[src/rtl/segdisp_signed.sv]
// Signed-decimal 7-segment driver: sequential shift-add-3 conversion, leading-zero
// blanking with minus sign, and a free-running digit multiplexer.
module segdisp_signed #(
    parameter int DIGITS      = 4,
    parameter int IN_WIDTH    = 12,
    parameter int REFRESH_DIV = 50000
) (
    input  logic                clk,
    input  logic                reset,
    input  logic                in_valid,
    input  logic [IN_WIDTH-1:0] in_data,
    output logic                in_ready,
    output logic [6:0]          seg,
    output logic [DIGITS-1:0]   an,
    output logic                overflow
);

    // Handshake: a value transfers on any rising edge where in_valid && in_ready;
    // in_ready is high only in IDLE and in_data must be held until that edge.

    localparam int BW = DIGITS * 4;
    localparam int SW = $clog2(IN_WIDTH);
    localparam int CW = (REFRESH_DIV > 1) ? $clog2(REFRESH_DIV) : 1;
    localparam int IW = $clog2(DIGITS);

    localparam logic [SW-1:0] STEP_LAST = SW'(IN_WIDTH - 1);
    localparam logic [CW-1:0] CNT_LAST  = CW'(REFRESH_DIV - 1);
    localparam logic [IW-1:0] IDX_LAST  = IW'(DIGITS - 1);

    localparam logic [6:0] GLYPH_MINUS = 7'b1000000;
    localparam logic [6:0] GLYPH_BLANK = 7'b0000000;

    function automatic logic [31:0] pow10(input int n);
        logic [31:0] r;
        r = 32'd1;
        for (int i = 0; i < n; i++) r = r * 32'd10;
        return r;
    endfunction

    // Largest magnitudes that fit; a negative value gives up one digit to the sign.
    localparam logic [31:0] POS_MAX = pow10(DIGITS) - 32'd1;
    localparam logic [31:0] NEG_MAX = pow10(DIGITS - 1) - 32'd1;

    function automatic logic [6:0] glyph(input logic [3:0] d);
        logic [6:0] g;
        case (d)
            4'd0:    g = 7'b0111111;
            4'd1:    g = 7'b0000110;
            4'd2:    g = 7'b1011011;
            4'd3:    g = 7'b1001111;
            4'd4:    g = 7'b1100110;
            4'd5:    g = 7'b1101101;
            4'd6:    g = 7'b1111100;
            4'd7:    g = 7'b0000111;
            4'd8:    g = 7'b1111111;
            4'd9:    g = 7'b1100111;
            default: g = GLYPH_BLANK;
        endcase
        return g;
    endfunction

    typedef enum logic [1:0] {
        IDLE    = 2'd0,
        CONVERT = 2'd1,
        COMMIT  = 2'd2
    } state_t;

    state_t state, state_next;

    logic                neg_r;
    logic                ovf_r;
    logic [IN_WIDTH-1:0] mag_r;
    logic [BW-1:0]       bcd_r;
    logic [SW-1:0]       step_r;
    logic [6:0]          disp_r [DIGITS];
    logic [CW-1:0]       cnt_r;
    logic [IW-1:0]       idx_r;

    logic                accept;
    logic                in_neg;
    logic [IN_WIDTH-1:0] in_mag;
    logic [31:0]         in_mag_ext;
    logic                in_ovf;
    logic [BW-1:0]       bcd_adj;
    logic [BW-1:0]       bcd_step;
    logic [6:0]          disp_new [DIGITS];
    int                  msd;
    logic                cnt_wrap;
    logic [IW-1:0]       idx_next;
    logic [DIGITS-1:0]   an_next;
    logic [6:0]          seg_next;

    assign in_ready   = (state == IDLE);
    assign accept     = in_valid && (state == IDLE);
    assign in_neg     = in_data[IN_WIDTH-1];
    assign in_mag     = in_neg ? (~in_data + IN_WIDTH'(1)) : in_data;
    assign in_mag_ext = 32'(in_mag);
    assign in_ovf     = in_neg ? (in_mag_ext > NEG_MAX) : (in_mag_ext > POS_MAX);

    always_comb begin
        state_next = state;
        case (state)
            IDLE:    if (accept) state_next = CONVERT;
            CONVERT: if (step_r == STEP_LAST) state_next = COMMIT;
            COMMIT:  state_next = IDLE;
            default: state_next = IDLE;
        endcase
    end

    // One shift-add-3 step: correct every nibble >= 5, then shift in the next magnitude bit.
    always_comb begin
        bcd_adj = bcd_r;
        for (int i = 0; i < DIGITS; i++) begin
            if (bcd_r[i*4 +: 4] >= 4'd5) bcd_adj[i*4 +: 4] = bcd_r[i*4 +: 4] + 4'd3;
        end
        bcd_step = BW'({bcd_adj, mag_r[IN_WIDTH-1]});
    end

    // Compose glyphs from the finished BCD value; msd stays 0 for a zero value.
    always_comb begin
        msd = 0;
        for (int i = 0; i < DIGITS; i++) begin
            if (bcd_r[i*4 +: 4] != 4'd0) msd = i;
        end
        for (int i = 0; i < DIGITS; i++) begin
            if (ovf_r)                     disp_new[i] = GLYPH_MINUS;
            else if (i <= msd)             disp_new[i] = glyph(bcd_r[i*4 +: 4]);
            else if (neg_r && i == msd + 1) disp_new[i] = GLYPH_MINUS;
            else                           disp_new[i] = GLYPH_BLANK;
        end
    end

    always_comb begin
        cnt_wrap = (cnt_r == CNT_LAST);
        idx_next = idx_r;
        if (cnt_wrap) idx_next = (idx_r == IDX_LAST) ? '0 : idx_r + IW'(1);
        an_next = '0;
        an_next[idx_next] = 1'b1;
        // During COMMIT the fresh glyphs bypass the display registers so the new
        // value reaches seg in the same cycle the registers load.
        seg_next = (state == COMMIT) ? disp_new[idx_next] : disp_r[idx_next];
    end

    always_ff @(posedge clk) begin
        if (reset) begin
            state    <= IDLE;
            neg_r    <= 1'b0;
            ovf_r    <= 1'b0;
            mag_r    <= '0;
            bcd_r    <= '0;
            step_r   <= '0;
            for (int i = 0; i < DIGITS; i++) disp_r[i] <= GLYPH_BLANK;
            cnt_r    <= '0;
            idx_r    <= '0;
            seg      <= GLYPH_BLANK;
            an       <= DIGITS'(1);
            overflow <= 1'b0;
        end else begin
            state <= state_next;
            cnt_r <= cnt_wrap ? '0 : cnt_r + CW'(1);
            idx_r <= idx_next;
            seg   <= seg_next;
            an    <= an_next;
            case (state)
                IDLE: begin
                    if (accept) begin
                        neg_r  <= in_neg;
                        ovf_r  <= in_ovf;
                        mag_r  <= in_mag;
                        bcd_r  <= '0;
                        step_r <= '0;
                    end
                end
                CONVERT: begin
                    bcd_r  <= bcd_step;
                    mag_r  <= {mag_r[IN_WIDTH-2:0], 1'b0};
                    step_r <= step_r + SW'(1);
                end
                COMMIT: begin
                    for (int i = 0; i < DIGITS; i++) disp_r[i] <= disp_new[i];
                    overflow <= ovf_r;
                end
                default: ;
            endcase
        end
    end

endmodule

[config.mk]
export PLATFORM = sky130hd
export DESIGN_NAME = segdisp_signed
export DESIGN_NICKNAME = d
export VERILOG_FILES = /design/src/rtl/segdisp_signed.sv
export SDC_FILE = /design/constraint.sdc
export NUM_CORES = 1
export LEC_CHECK = 0
export BUFFER_PORTS_ARGS = -buffer_cell sky130_fd_sc_hd__clkbuf_2
export CAP_MARGIN = 5
export CELL_PAD_IN_SITES_DETAIL_PLACEMENT = 0
export CELL_PAD_IN_SITES_GLOBAL_PLACEMENT = 1
export CORE_MARGIN = 5
export CORE_UTILIZATION = 52
export CTS_CLUSTER_DIAMETER = 60
export DETAILED_ROUTE_END_ITERATION = 10
export PLACE_DENSITY_LB_ADDON = 0.1
export SYNTH_ARGS = -nofsm -noshare
export SYNTH_HDL_FRONTEND = slang
export SYNTH_SLANG_ARGS = --single-unit
[constraint.sdc]
create_clock -name clk -period 5.7 [get_ports clk]
set_input_delay 0.285 -clock clk [delete_from_list [all_inputs] [get_ports clk]]
set_output_delay 0.285 -clock clk [all_outputs]
set_load 0.02 [all_outputs]
## Yosys cells after proc, flatten, opt, wreduce, memory -nomap -nowiden

Memories as Yosys holds them, arrays and structs flattened. A register that Yosys moved wholly into a read port is not among the register bits.
Index checks and enable logic that the tools add are counted.

| word-level totals | value |
|---|---|
| register bits after elaboration | 66 |
| bits in writable memories | 28 |
| memory bits (read-only) | 448 |
| input bits | 15 |
| output and inout bits | 13 |
| word-level logic and storage cells | 125 |
| memories | 5 |

| cells by class | value |
|---|---|
| $add $sub $neg | 9 |
| magnitude comparators | 13 |
| equality and inequality tests | 10 |
| muxes and demuxes | 55 |
| bitwise logic cells | 6 |
| reductions and logical operators | 16 |

Memories:

| memory | depth | width | read ports | clocked after memory_dff | wr ports | RTL line | source |
|---|---|---|---|---|---|---|---|
| (name not given) | 16 | 7 | 1 | 1 | 0 | 46 | `case (d)` |
| (name not given) | 16 | 7 | 1 | 1 | 0 | 46 |  |
| (name not given) | 16 | 7 | 1 | 1 | 0 | 46 |  |
| (name not given) | 16 | 7 | 1 | 1 | 0 | 46 |  |
| disp_r | 4 | 7 | 1 | 0 | 4 | 75 | `logic [6:0] disp_r [DIGITS];` |

Operator list:

| cell | number |
|---|---|
| $mux 7 | 19 |
| $eq 3x32->1 const A | 2 |
| $le 3x32->1 const A | 2 |
| $mux 32 | 2 |
| $mux 4 | 12 |
| $add 32x2->32 const B | 1 |
| $eq 2x32->1 const A | 1 |
| $le 1x32->1 const A | 1 |
| $le 2x32->1 const A | 1 |
| $logic_not 32->1 | 1 |
| $pmux 16 s2 | 1 |
| $mux 12 | 2 |
| $pmux 12 s2 | 1 |
| $add 16x1->16 const B | 1 |
| $eq 16x16->1 const B | 1 |
| $ge 4x3->1 const B | 4 |
| $mux 16 | 1 |
| $bmux 7 s2 | 1 |
| $gt 12x14->1 const B | 1 |
| $add 12x1->12 const B | 1 |
| $add 4x2->4 const B | 3 |
| $gt 12x10->1 const B | 1 |
| $not 12->12 | 1 |
| $reduce_bool 4->1 | 3 |
| 24 further kinds | 45 |

## Depth between registers and ports, before layout

Gate-level depths: netlist of the first run.

| logic depth | value |
|---|---|
| depth in word-level cells | 14 |
| depth in mapped cells | 12 |
| gate-level depth less buffers | 12 |

## Worst setup path before layout of the first run

No wires, ideal clock.

| path | value |
|---|---|
| path type | register to register |
| from | reg state[1] |
| to | reg with a tool-made name |
| setup time | 79 ps |
| data arrival time | 2288 ps |
| data required time | 5621 ps |
| setup slack | 3333 ps |
| stages on the path, launching flop included | 10 |
| buffers on the path | 1 |
| clock period less this slack | 2367 ps |
| cells stage by stage | dfxtp_1 nor2_1 and2_1 clkbuf_1 nor3_1 a21oi_1 nor2_1 ha_1 or4_1 o211ai_1 |

RTL lines:

| what | RTL line | source |
|---|---|---|
| start, declared | 68 | `state_t state, state_next;` |
| start signal, assigned | 159 | `state <= state_next;` |

## Worst setup path after layout of the first run

| path | value |
|---|---|
| from | reg state[0] |
| to | reg seg[6] |

| on the way | value |
|---|---|
| word-level cells in the longest chain between the ends | 2 |

RTL lines:

| what | RTL line | source |
|---|---|---|
| $eq 2x2->1 | 141 | `seg_next = (state == COMMIT) ? disp_new[idx_next] : disp_r[idx_next];` |
| $mux 7 | 141 |  |
| end signal, assigned | 162 | `seg <= seg_next;` |
| end, declared | 13 | `output logic [6:0] seg,` |

Every way passes these cells.
A chain may end at the register's enable or synchronous reset.

==> results of run 1 <==
==> worst reg2reg max path: stages (launching register included) <==
cell	delay, ps
dfxtp_1	410
inv_1	80
a21oi_1	840
inv_1	830
o221ai_1	410
==> synthesized netlist by cell type (3+ instances only) <==
library cell / count / area (µm²)
dfxtp_1: 94 / 1880
nor2_1: 61 / 229
nand2_1: 56 / 210
a21oi_1: 38 / 190
inv_1: 38 / 143
ha_1: 33 / 413
edfxtp_1: 28 / 841
nand3_1: 24 / 120
and3_1: 19 / 119
o21ai_0: 19 / 95.1
xnor2_1: 19 / 166
and2_1: 16 / 100
clkbuf_1: 16 / 60.1
nor3_1: 16 / 80.1
nand2b_1: 12 / 75.1
a211oi_1: 11 / 82.6
o21ai_1: 11 / 55.1
xor2_1: 11 / 96.3
a222oi_1: 9 / 90.1
a22oi_1: 8 / 60.1
a211o_1: 7 / 61.3
buf_2: 7 / 35.0
mux2i_1: 7 / 70.1
a21o_1: 6 / 45.0
buf_6: 6 / 67.6
o31ai_1: 6 / 45.0
nor3b_1: 5 / 37.5
or3_1: 5 / 31.3
a21oi_2: 4 / 35.0
a31oi_1: 4 / 25.0
mux2_2: 4 / 45.0
nand4_1: 4 / 25.0
o211ai_1: 4 / 30.0
o32ai_1: 4 / 35.0
buf_1: 3 / 11.3
buf_4: 3 / 22.5
mux2_1: 3 / 33.8
nor2b_1: 3 / 18.8
o21a_1: 3 / 22.5
==> worst paths after layout <==
kind	startpoint	to	slack, ps	depth (start not counted)
setup reg to reg	state[0]	seg[6]	3020	4
hold reg to reg	cnt_r[0]	cnt_r[0]	440	1
setup / recovery	state[0]	seg[6]	3020	4
hold / removal	in_data[0]	mag_r[0]	170	3
==> stage by stage <==
step	total power [mW]	worst slack, ps	util [%]	area [µm²]	instances
6_report	2.04	3020	58.3	6920	841
5_1_grt	2.13	2840	58.3	6920	841
4_1_cts	2.06	2980	58.3	6920	841
3_5_place_dp	1.03	2810	53.5	6350	809
3_3_place_gp	1.02	2850	53.5	6350	809
2_1_floorplan	0.995	3330	-	6220	668
==> layout make-up <==
cell class / instances / area (µm²)
clock inverter: 11 / 129
multi-input combinational: 472 / 3140
timing repair buffer: 30 / 158
inverter: 38 / 143
sequential: 122 / 2720
clock buffer: 21 / 440
fill: 1059 / 4940
tap: 147 / 184
==> kinds of logic after synthesis <==
kind of cell	after synthesis	synth area share (%)
adders and majority gates	33	6.64
and+or+nand+nor	242	20.0
buffers and inverters	74	5.67
DFF	122	43.8
AOI/OAI and AO/OA	149	16.2
xor gates and xnor gates	30	4.22
muxes	18	3.46
==> report_power, final <==
| part | internal, mW | switching, mW |
|---|---|---|
| clock | 0.678 | 0.358 |
| combinational | 0.0325 | 0.0623 |
| sequential | 0.903 | 0.00974 |
| total | 1.61 | 0.430 |
==> metal layers <==
layer / track usage [%] / vias up / share of wire (%)
met5: 0 / - / 0
met4: 5.37 / 0 / 0.90
met3: 6.17 / 10 / 4.2
met2: 29.8 / 96 / 46
met1: 26.9 / 2263 / 49
li1: - / 2398 / -
==> impl_results.md, run 1 <==
* Status: finished clean
* Slowest CP cell: a21oi_1
* I/O pin cnt at 28
* Max-cap violations at 0
* TNS Setup at 0 ps
* FMAX at 0.373 GHz
* Top_reg_cell synth: dfxtp_1
* Antenna violations before repair at 0
* Synth Net Count at 716
* Reg clk slew, reported paths at 50 ps
* Syn_area_per_cell at 9.31 µm²
* Area grow syn2layout at 11.3%
* Maximum root-to-sink buffer count at 2
* Vias in the first global route at 4,418
* Min cycle time layout at 2680 ps
* Most common cell on crit path: inv_1
* Critical path's largest stage delay at 840 ps
* Peak VDD IR at 0.000245 V
* Synth unique cells at 71
* Synthesis warning total at 0
* TritonCTS clock tree: built
* Diode count at 0
* Power density of the placed cells at 295 nW/µm²
* Wire per inst at 15.8 µm
* Final Hold Viols at 0
* Hold Buf Count CTS at 0
* Detailed placer's ending HPWL at 9240 µm
* Vert. Die Dim at 119 µm
* Hold Worst Slack at 166 ps
* Most frequent cells in the layout: dfxtp_1, nor2_1, nand2_1
* Final routed DRC violation total at 0
* # Post-CTS Setup Buffers at 0
* CP delay by family, top: compound AO/OA/AOI/OAI gates
* Hold crit path type: primary input to register
* Critical path, cell by cell: inv_1 -> a21oi_1 -> inv_1 -> o221ai_1
* Final Cycle Share at 47.1%
* Die ar. at 14,200 µm²
* Initial Utilization at 52.4%
* RSZ-0062 raised after global routing: no
* Critical Path AT at 2980 ps
* Via Count at 4,767
* TritonCTS buffer count at 17
* Clock latency on the worst-skew pair at 410 ps
* # port buffers at 27
* Sink Count at 122
* Layout cells sized above 1 at 11.5%
* Worst Clk Skew at 10.6 ps
* Post-synth EDFFs at 28
* Worst rel slew slack at 25.5%
* Starting DRT DRC Count at 533
* CP max FO at 29
* Syn Inst Count at 668
* Final ANT Viol Nets at 0
* Root Driver: clkbuf_16
* Final Max Slew Viols at 0
* Most common cell after layout, fill and taps aside: dfxtp_1
* Row count at 40
* Total global routing overflow at 0
* Vias per cell at 5.67
* Post_cts resized at 0
* Buf/Inv on CP at 2
* Critical Path Start Type: register
* Post-Syn Area at 6220 µm²
* Total Routing Usage GR at 19.6%
* Async S/R FF share, synth at 0%
* Synthesis-stage register bit count at 122
* Core region area at 11,900 µm²
* Nature of the critical path endpoint: register
* Pin slew with the least headroom to its limit at 1120 ps
* Largest net degree at the start of global routing at 33
* First-pass GRT wire length at 22,200 µm
* Pre-Repair DR Iteration Count at 7
* Final Routed Wirelength at 13,300 µm
* Final Net Count at 729
* H-Tree Depth at 4
* Die Wd at 119 µm
* Sequential fraction of the synthesis area at 43.8%
* Type of the worst setup path: register to register
* P_leak at 2.83 nW
* GP Congestion at 0.841
* CP required at 6000 ps
* Endpoints failing setup at 0
(Power assumes the default switching activity.)
==> inputs of run 2 (changes only) <==
--- a/config.mk
+++ b/config.mk
@@ -10,7 +10,7 @@
 export CELL_PAD_IN_SITES_DETAIL_PLACEMENT = 0
 export CELL_PAD_IN_SITES_GLOBAL_PLACEMENT = 1
 export CORE_MARGIN = 5
-export CORE_UTILIZATION = 52
+export CORE_UTILIZATION = 48
 export CTS_CLUSTER_DIAMETER = 60
 export DETAILED_ROUTE_END_ITERATION = 10
 export PLACE_DENSITY_LB_ADDON = 0.1
==> constraint.sdc (replaced) <==
create_clock -name clk -period 2.69 [get_ports clk]
set_input_delay 0.1345 -clock clk [delete_from_list [all_inputs] [get_ports clk]]
set_output_delay 0.1345 -clock clk [all_outputs]
set_load 0.02 [all_outputs]
==> run 2 against run 1 <==
Worst setup slack got worse by 2800 ps. Non-clock buffer count is 14 higher. Die area up 7.6%. Count of clock-buffer cells in the layout grew 2. Utilization is 2.2 points lower. Sequential cell count is the same. Combinational power is 130% higher. Final cell count increased by 4.6%. Total power grew 120%. Worst hold slack got worse by 12 ps. Clock skew is 0.64 ps higher.
==> impl_results.md, run 2 (synthesis gave the netlist of run 1 again) <==
* Diode count at 0 (unchanged)
* Final routed DRC violation total at 0 (unchanged)
* # port buffers at 27 (unchanged)
* Die ar. at 15,300 µm² (+7.6%)
* Filler cells at 1,168 (+10%)
* Status: finished clean
* Global Route met3 Usage at 4.31% (-1.9 points)
* Via Count at 4,857 (+1.9%)
* Area grow syn2layout at 14.3%
* Initial Utilization at 49.1% (-3.4 points)
* CP max FO at 4 (-86%)
* Hold Worst Slack at 155 ps (-11.5 ps)
* Hold crit path type: primary input to register
* Slowest CP cell: dfxtp_1
* P_leak at 2.92 nW (+3.1%)
* GR peak layer: met2
* Critical path, cell by cell: inv_1 -> ha_1 -> nand2b_1 -> a21oi_1 -> xnor2_1 -> a21oi_1 -> nor2_1 -> ha_1 -> mux2_1 -> o21ai_1
* Largest net degree at the start of global routing at 30 (-9.1%)
* Seq. cell area at 2720 µm² (unchanged)
* Most frequent cells in the layout: dfxtp_1, nor2_1, nand2_1
* CP delay by family, top: compound AO/OA/AOI/OAI gates
* RSZ-0062 raised after global routing: no
* Layout cells sized above 1 at 13.4% (+1.9 points)
* Root Driver: clkbuf_16
* Sink Count at 122 (unchanged)
* Final Cycle Share at 91.4% (+44 points)
* Final Routed Wirelength at 14,000 µm (+5.0%)
* Pre-Repair DR Iteration Count at 5 (-2)
* Max-cap violations at 0 (unchanged)
* Vert. Die Dim at 124 µm (+3.7%)
* Nature of the critical path endpoint: register
* Final Max Slew Viols at 0 (unchanged)
* Final Net Count at 743 (+1.9%)
* Critical Path Start Type: register
* Critical path's largest stage delay at 360 ps (-480 ps)
* I/O pin cnt at 28 (unchanged)
* Endpoints failing setup at 0 (unchanged)
* Critical Path AT at 2800 ps (-180 ps)
* H-Tree Depth at 4 (unchanged)
* Final ANT Viol Nets at 0 (unchanged)
* TNS Setup at 0 ps (unchanged)
* Peak VDD IR at 0.000394 V (+61%)
* Final Hold Viols at 0 (unchanged)
* CP required at 3030 ps (-2970 ps)
* Type of the worst setup path: register to register
* Power density of the placed cells at 632 nW/µm² (+110%)
* Total global routing overflow at 0 (unchanged)
* Util after Layout at 56.1% (-2.2 points)
* Core region area at 12,700 µm² (+6.8%)
* GR Util met2 at 29.4% (-0.38 points)
* GP Congestion at 0.885 (+5.3%)
* Vias in the first global route at 4,593 (+4.0%)
* Wire per inst at 15.9 µm (+0.37%)
* Post-DP Area at 6490 µm² (+2.2%)
* Clock latency on the worst-skew pair at 420 ps (about the same)
* Vias per cell at 5.52 (-2.6%)
* Most common cell after layout, fill and taps aside: dfxtp_1
* Overall Power at 4.49 mW (+120%)
* Final Cell Area at 7110 µm² (+2.7%)
* Reg clk slew, reported paths at 50 ps (about the same)
* Maximum root-to-sink buffer count at 2 (unchanged)
* First-pass GRT wire length at 22,800 µm (+2.8%)
* FMAX at 0.407 GHz (+9.1%)
* Multi-input gate area at 3150 µm² (about the same)
* Worst rel slew slack at 41.9% (+16 points)
* Pin slew with the least headroom to its limit at 869 ps (-247 ps)
* Detailed placer's ending HPWL at 9850 µm (+6.5%)
* Total Routing Usage GR at 19.2% (-0.41 points)
* GR Util met1 at 26.2% (-0.64 points)
* Antenna violations before repair at 0 (unchanged)
* Die Wd at 124 µm (+3.7%)
* TritonCTS buffer count at 17 (unchanged)
* Worst Clk Skew at 11.2 ps (+0.639 ps)
* Row count at 41 (+2.5%)
* Starting DRT DRC Count at 408 (-23%)
* Min cycle time layout at 2460 ps (-224 ps)
* TritonCTS clock tree: built
* # Post-CTS Setup Buffers at 0 (unchanged)
* Buf/Inv on CP at 1 (-1)
[run 2: repair_timing]
action,in CTS,in global routing
resized for setup,0,1
hold buffers,1,0
setup endpoints to repair,0,1
hold endpoints to repair,1,0
[run 2: power by group]
| part | total, mW | switching [mW] | internal (mW) |
|---|---|---|---|
| Sequential | 1.93 | 0.0208 | 1.91 |
| Combinational | 0.214 | 0.134 | 0.0795 |
| Clock | 2.35 | 0.782 | 1.56 |
[run 2: path summary, 6_finish.rpt]
path                  from  endpoint  slack, ps  cells past startpoint
setup / recovery  bcd_r[1]  register        230                     10
hold reg to reg   cnt_r[0]  cnt_r[0]        460                      1
hold / removal       reset  bcd_r[5]        150                      3
setup reg to reg  bcd_r[1]  register        230                     10
[run 2: tightest hold or removal path, cell delays in order]
cell and delay, ps:
clkbuf_2 110, buf_4 210, nor2_1 70
[run 2: layout make-up]
type	count	share of cell area [%]
timing repair buffer	44	3.91
tap	172	3.03
clock inverter	9	2.06
multi-input combinational	472	44.3
sequential	122	38.3
clock buffer	23	6.44
inverter	38	2.01
[run 2: per-stage QoR]
stage	setup WS, ps	std cells
final	230	880
after floorplan	323	668
after detailed placement	173	847
after global routing	36.6	880
after global placement	348	847
after CTS	155	880
[run 2: per-layer routing]
metal	routed length, µm	part of all wire (%)
met3	607	4.3
met2	6410	46
met5	0	0
met1	6760	48
met4	182	1.3
==> inputs of run 3 (changes only) <==
--- a/config.mk
+++ b/config.mk
@@ -13,7 +13,7 @@
 export CORE_UTILIZATION = 48
 export CTS_CLUSTER_DIAMETER = 60
 export DETAILED_ROUTE_END_ITERATION = 10
-export PLACE_DENSITY_LB_ADDON = 0.1
+export PLACE_DENSITY = 0.83
 export SYNTH_ARGS = -nofsm -noshare
 export SYNTH_HDL_FRONTEND = slang
 export SYNTH_SLANG_ARGS = --single-unit
==> run 3 against run 2 <==
Clock skew shrank 3.3 ps. Sequential cell count is the same. Critical path depth grew 1. Design area shrank 0.32%.
==> impl_results.md, run 3 (synthesis gave the netlist of run 1 again) <==
* Final Max Slew Viols at 0 (unchanged)
* Final ANT Viol Nets at 0 (unchanged)
* TritonCTS clock tree: built
* Hold EP: mag_r[11]
* Diode count at 0 (unchanged)
* Pin slew with the least headroom to its limit at 1140 ps (+270 ps)
* Type of the worst setup path: register to register
* Starting DRT DRC Count at 329 (-19%)
* Critical Path AT at 2790 ps (about the same)
* Worst Clk Skew at 7.91 ps (-3.29 ps)
* Sink Count at 122 (unchanged)
* TNS Setup at 0 ps (unchanged)
* Power density of the placed cells at 609 nW/µm² (-3.6%)
* RSZ-0062 raised after global routing: no
* FMAX at 0.406 GHz (-0.24%)
* Buf/Inv on CP at 2 (+1)
* TritonCTS buffer count at 17 (unchanged)
* R2R depth at 11 (+1)
* Maximum root-to-sink buffer count at 2 (unchanged)
* Status: finished clean
* Overall Power at 4.32 mW (-3.9%)
* Final Hold Viols at 0 (unchanged)
* Total Routing Usage GR at 18.8% (-0.32 points)
* H-Tree Depth at 4 (unchanged)
* Worst rel slew slack at 24.0% (-18 points)
* # port buffers at 27 (unchanged)
* Vias in the first global route at 4,742 (+3.2%)
* Core region area at 12,700 µm² (unchanged)
* Vias per cell at 5.47 (-0.92%)
* Vert. Die Dim at 124 µm (unchanged)
* Root Driver: clkbuf_16
* Max-cap violations at 0 (unchanged)
* Register-to-register setup slack at 220 ps (about the same)
* Critical path's largest stage delay at 450 ps (+90 ps)
* Largest net degree at the start of global routing at 30 (unchanged)
* Via Count at 4,818 (-0.80%)
* Detailed placer's ending HPWL at 9700 µm (-1.5%)
* Peak VDD IR at 0.000369 V (-6.3%)
* Most common cell after layout, fill and taps aside: dfxtp_1
* Most frequent cells in the layout: dfxtp_1, nor2_1, nand2_1
* Hold depth at 2 (-1)
* Antenna violations before repair at 0 (unchanged)
* CP delay by family, top: simple AND/OR/NAND/NOR gates
* Die Wd at 124 µm (unchanged)
* Nature of the critical path endpoint: register
* Die ar. at 15,300 µm² (unchanged)
* Reg clk slew, reported paths at 50 ps (about the same)
* CP max FO at 4 (unchanged)
* Row count at 41 (unchanged)
* Slowest CP cell: or4b_1
* Clock latency on the worst-skew pair at 410 ps (about the same)
* Pre-Repair DR Iteration Count at 5 (unchanged)
* Critical Path Start Type: register
* Total global routing overflow at 0 (unchanged)
* CP required at 3020 ps (about the same)
* Layout cells sized above 1 at 14.2% (+0.83 points)
* First-pass GRT wire length at 22,700 µm (-0.61%)
* Final Net Count at 744 (+0.13%)
* Min cycle time layout at 2470 ps (+6.03 ps)
* Util after Layout at 55.9% (-0.18 points)
* Initial Utilization at 49.1% (unchanged)
* Endpoints failing setup at 0 (unchanged)
* Hold crit path type: primary input to register
* Final Cycle Share at 91.7% (+0.22 points)
* R2R Path Start: bcd_r[5]
* I/O pin cnt at 28 (unchanged)
* Critical path, cell by cell: inv_1 -> ha_1 -> nand2b_1 -> a21oi_1 -> xnor2_1 -> a21oi_1 -> nor2_2 -> inv_1 -> ha_1 -> or4b_1 -> o211ai_1
* GP Congestion at 0.798 (-9.9%)
* P_leak at 2.90 nW (-0.70%)
* Final Routed Wirelength at 13,700 µm (-1.7%)
* Hold Crit Start: reset
* Final routed DRC violation total at 0 (unchanged)
* Area grow syn2layout at 13.9%
* Wire per inst at 15.6 µm (-1.8%)
[run 3: how the worst max path moves through the flow]
stage          startpoint  endpoint  slack, ps  depth (start not counted)
2_1_floorplan    state[1]  register        320                          9
3_3_place_gp     bcd_r[5]  register        310                         11
3_5_place_dp     bcd_r[5]  register        180                         11
4_1_cts          bcd_r[5]  register        150                         11
5_1_grt          state[0]  register         30                          9
6_report         bcd_r[5]  register        220                         11
[run 3: layout make-up]
| cell class | instances | area, µm² |
|---|---|---|
| Fill cell | 1149 | 5580 |
| Multi-Input combinational cell | 472 | 3150 |
| Sequential cell | 122 | 2720 |
| Clock buffer | 20 | 458 |
| Timing Repair Buffer | 45 | 285 |
| Tap cell | 172 | 215 |
| Inverter | 38 | 143 |
| Clock inverter | 12 | 114 |
[run 3: metrics by stage]
step                      setup WS (ps)  hold WS [ps]  instance area (µm²)  std cells
after floorplan                     323           271                 6220        668
after global placement              306           406                 6500        848
after detailed placement            182           418                 6500        848
after CTS                           149           106                 7080        881
after global routing               27.2           142                 7090        881
final                               224           124                 7090        881
[run 3: timing repair]
item	4_1_cts	5_1_grt
hold buffers	1	0
setup endpoints to repair	0	2
hold endpoints to repair	1	0
gates resized for setup	0	2
setup buffers	0	0
[run 3: report_power, final]
group | switching (mW) | internal [mW] | total [mW]
sequential | 0.0222 | 1.91 | 1.93
combinational | 0.134 | 0.0794 | 0.213
clock | 0.837 | 1.33 | 2.17
total | 0.993 | 3.32 | 4.32
[run 3: metal layers]
| layer | vias to the layer above | routed length (µm) | GRT usage, % |
|---|---|---|---|
| met5 | - | 0 | 0 |
| met2 | 83 | 6780 | 31.3 |
| met3 | 18 | 407 | 4.41 |
| li1 | 2422 | - | - |
| met4 | 0 | 257 | 8.17 |
| met1 | 2295 | 6270 | 23.4 |
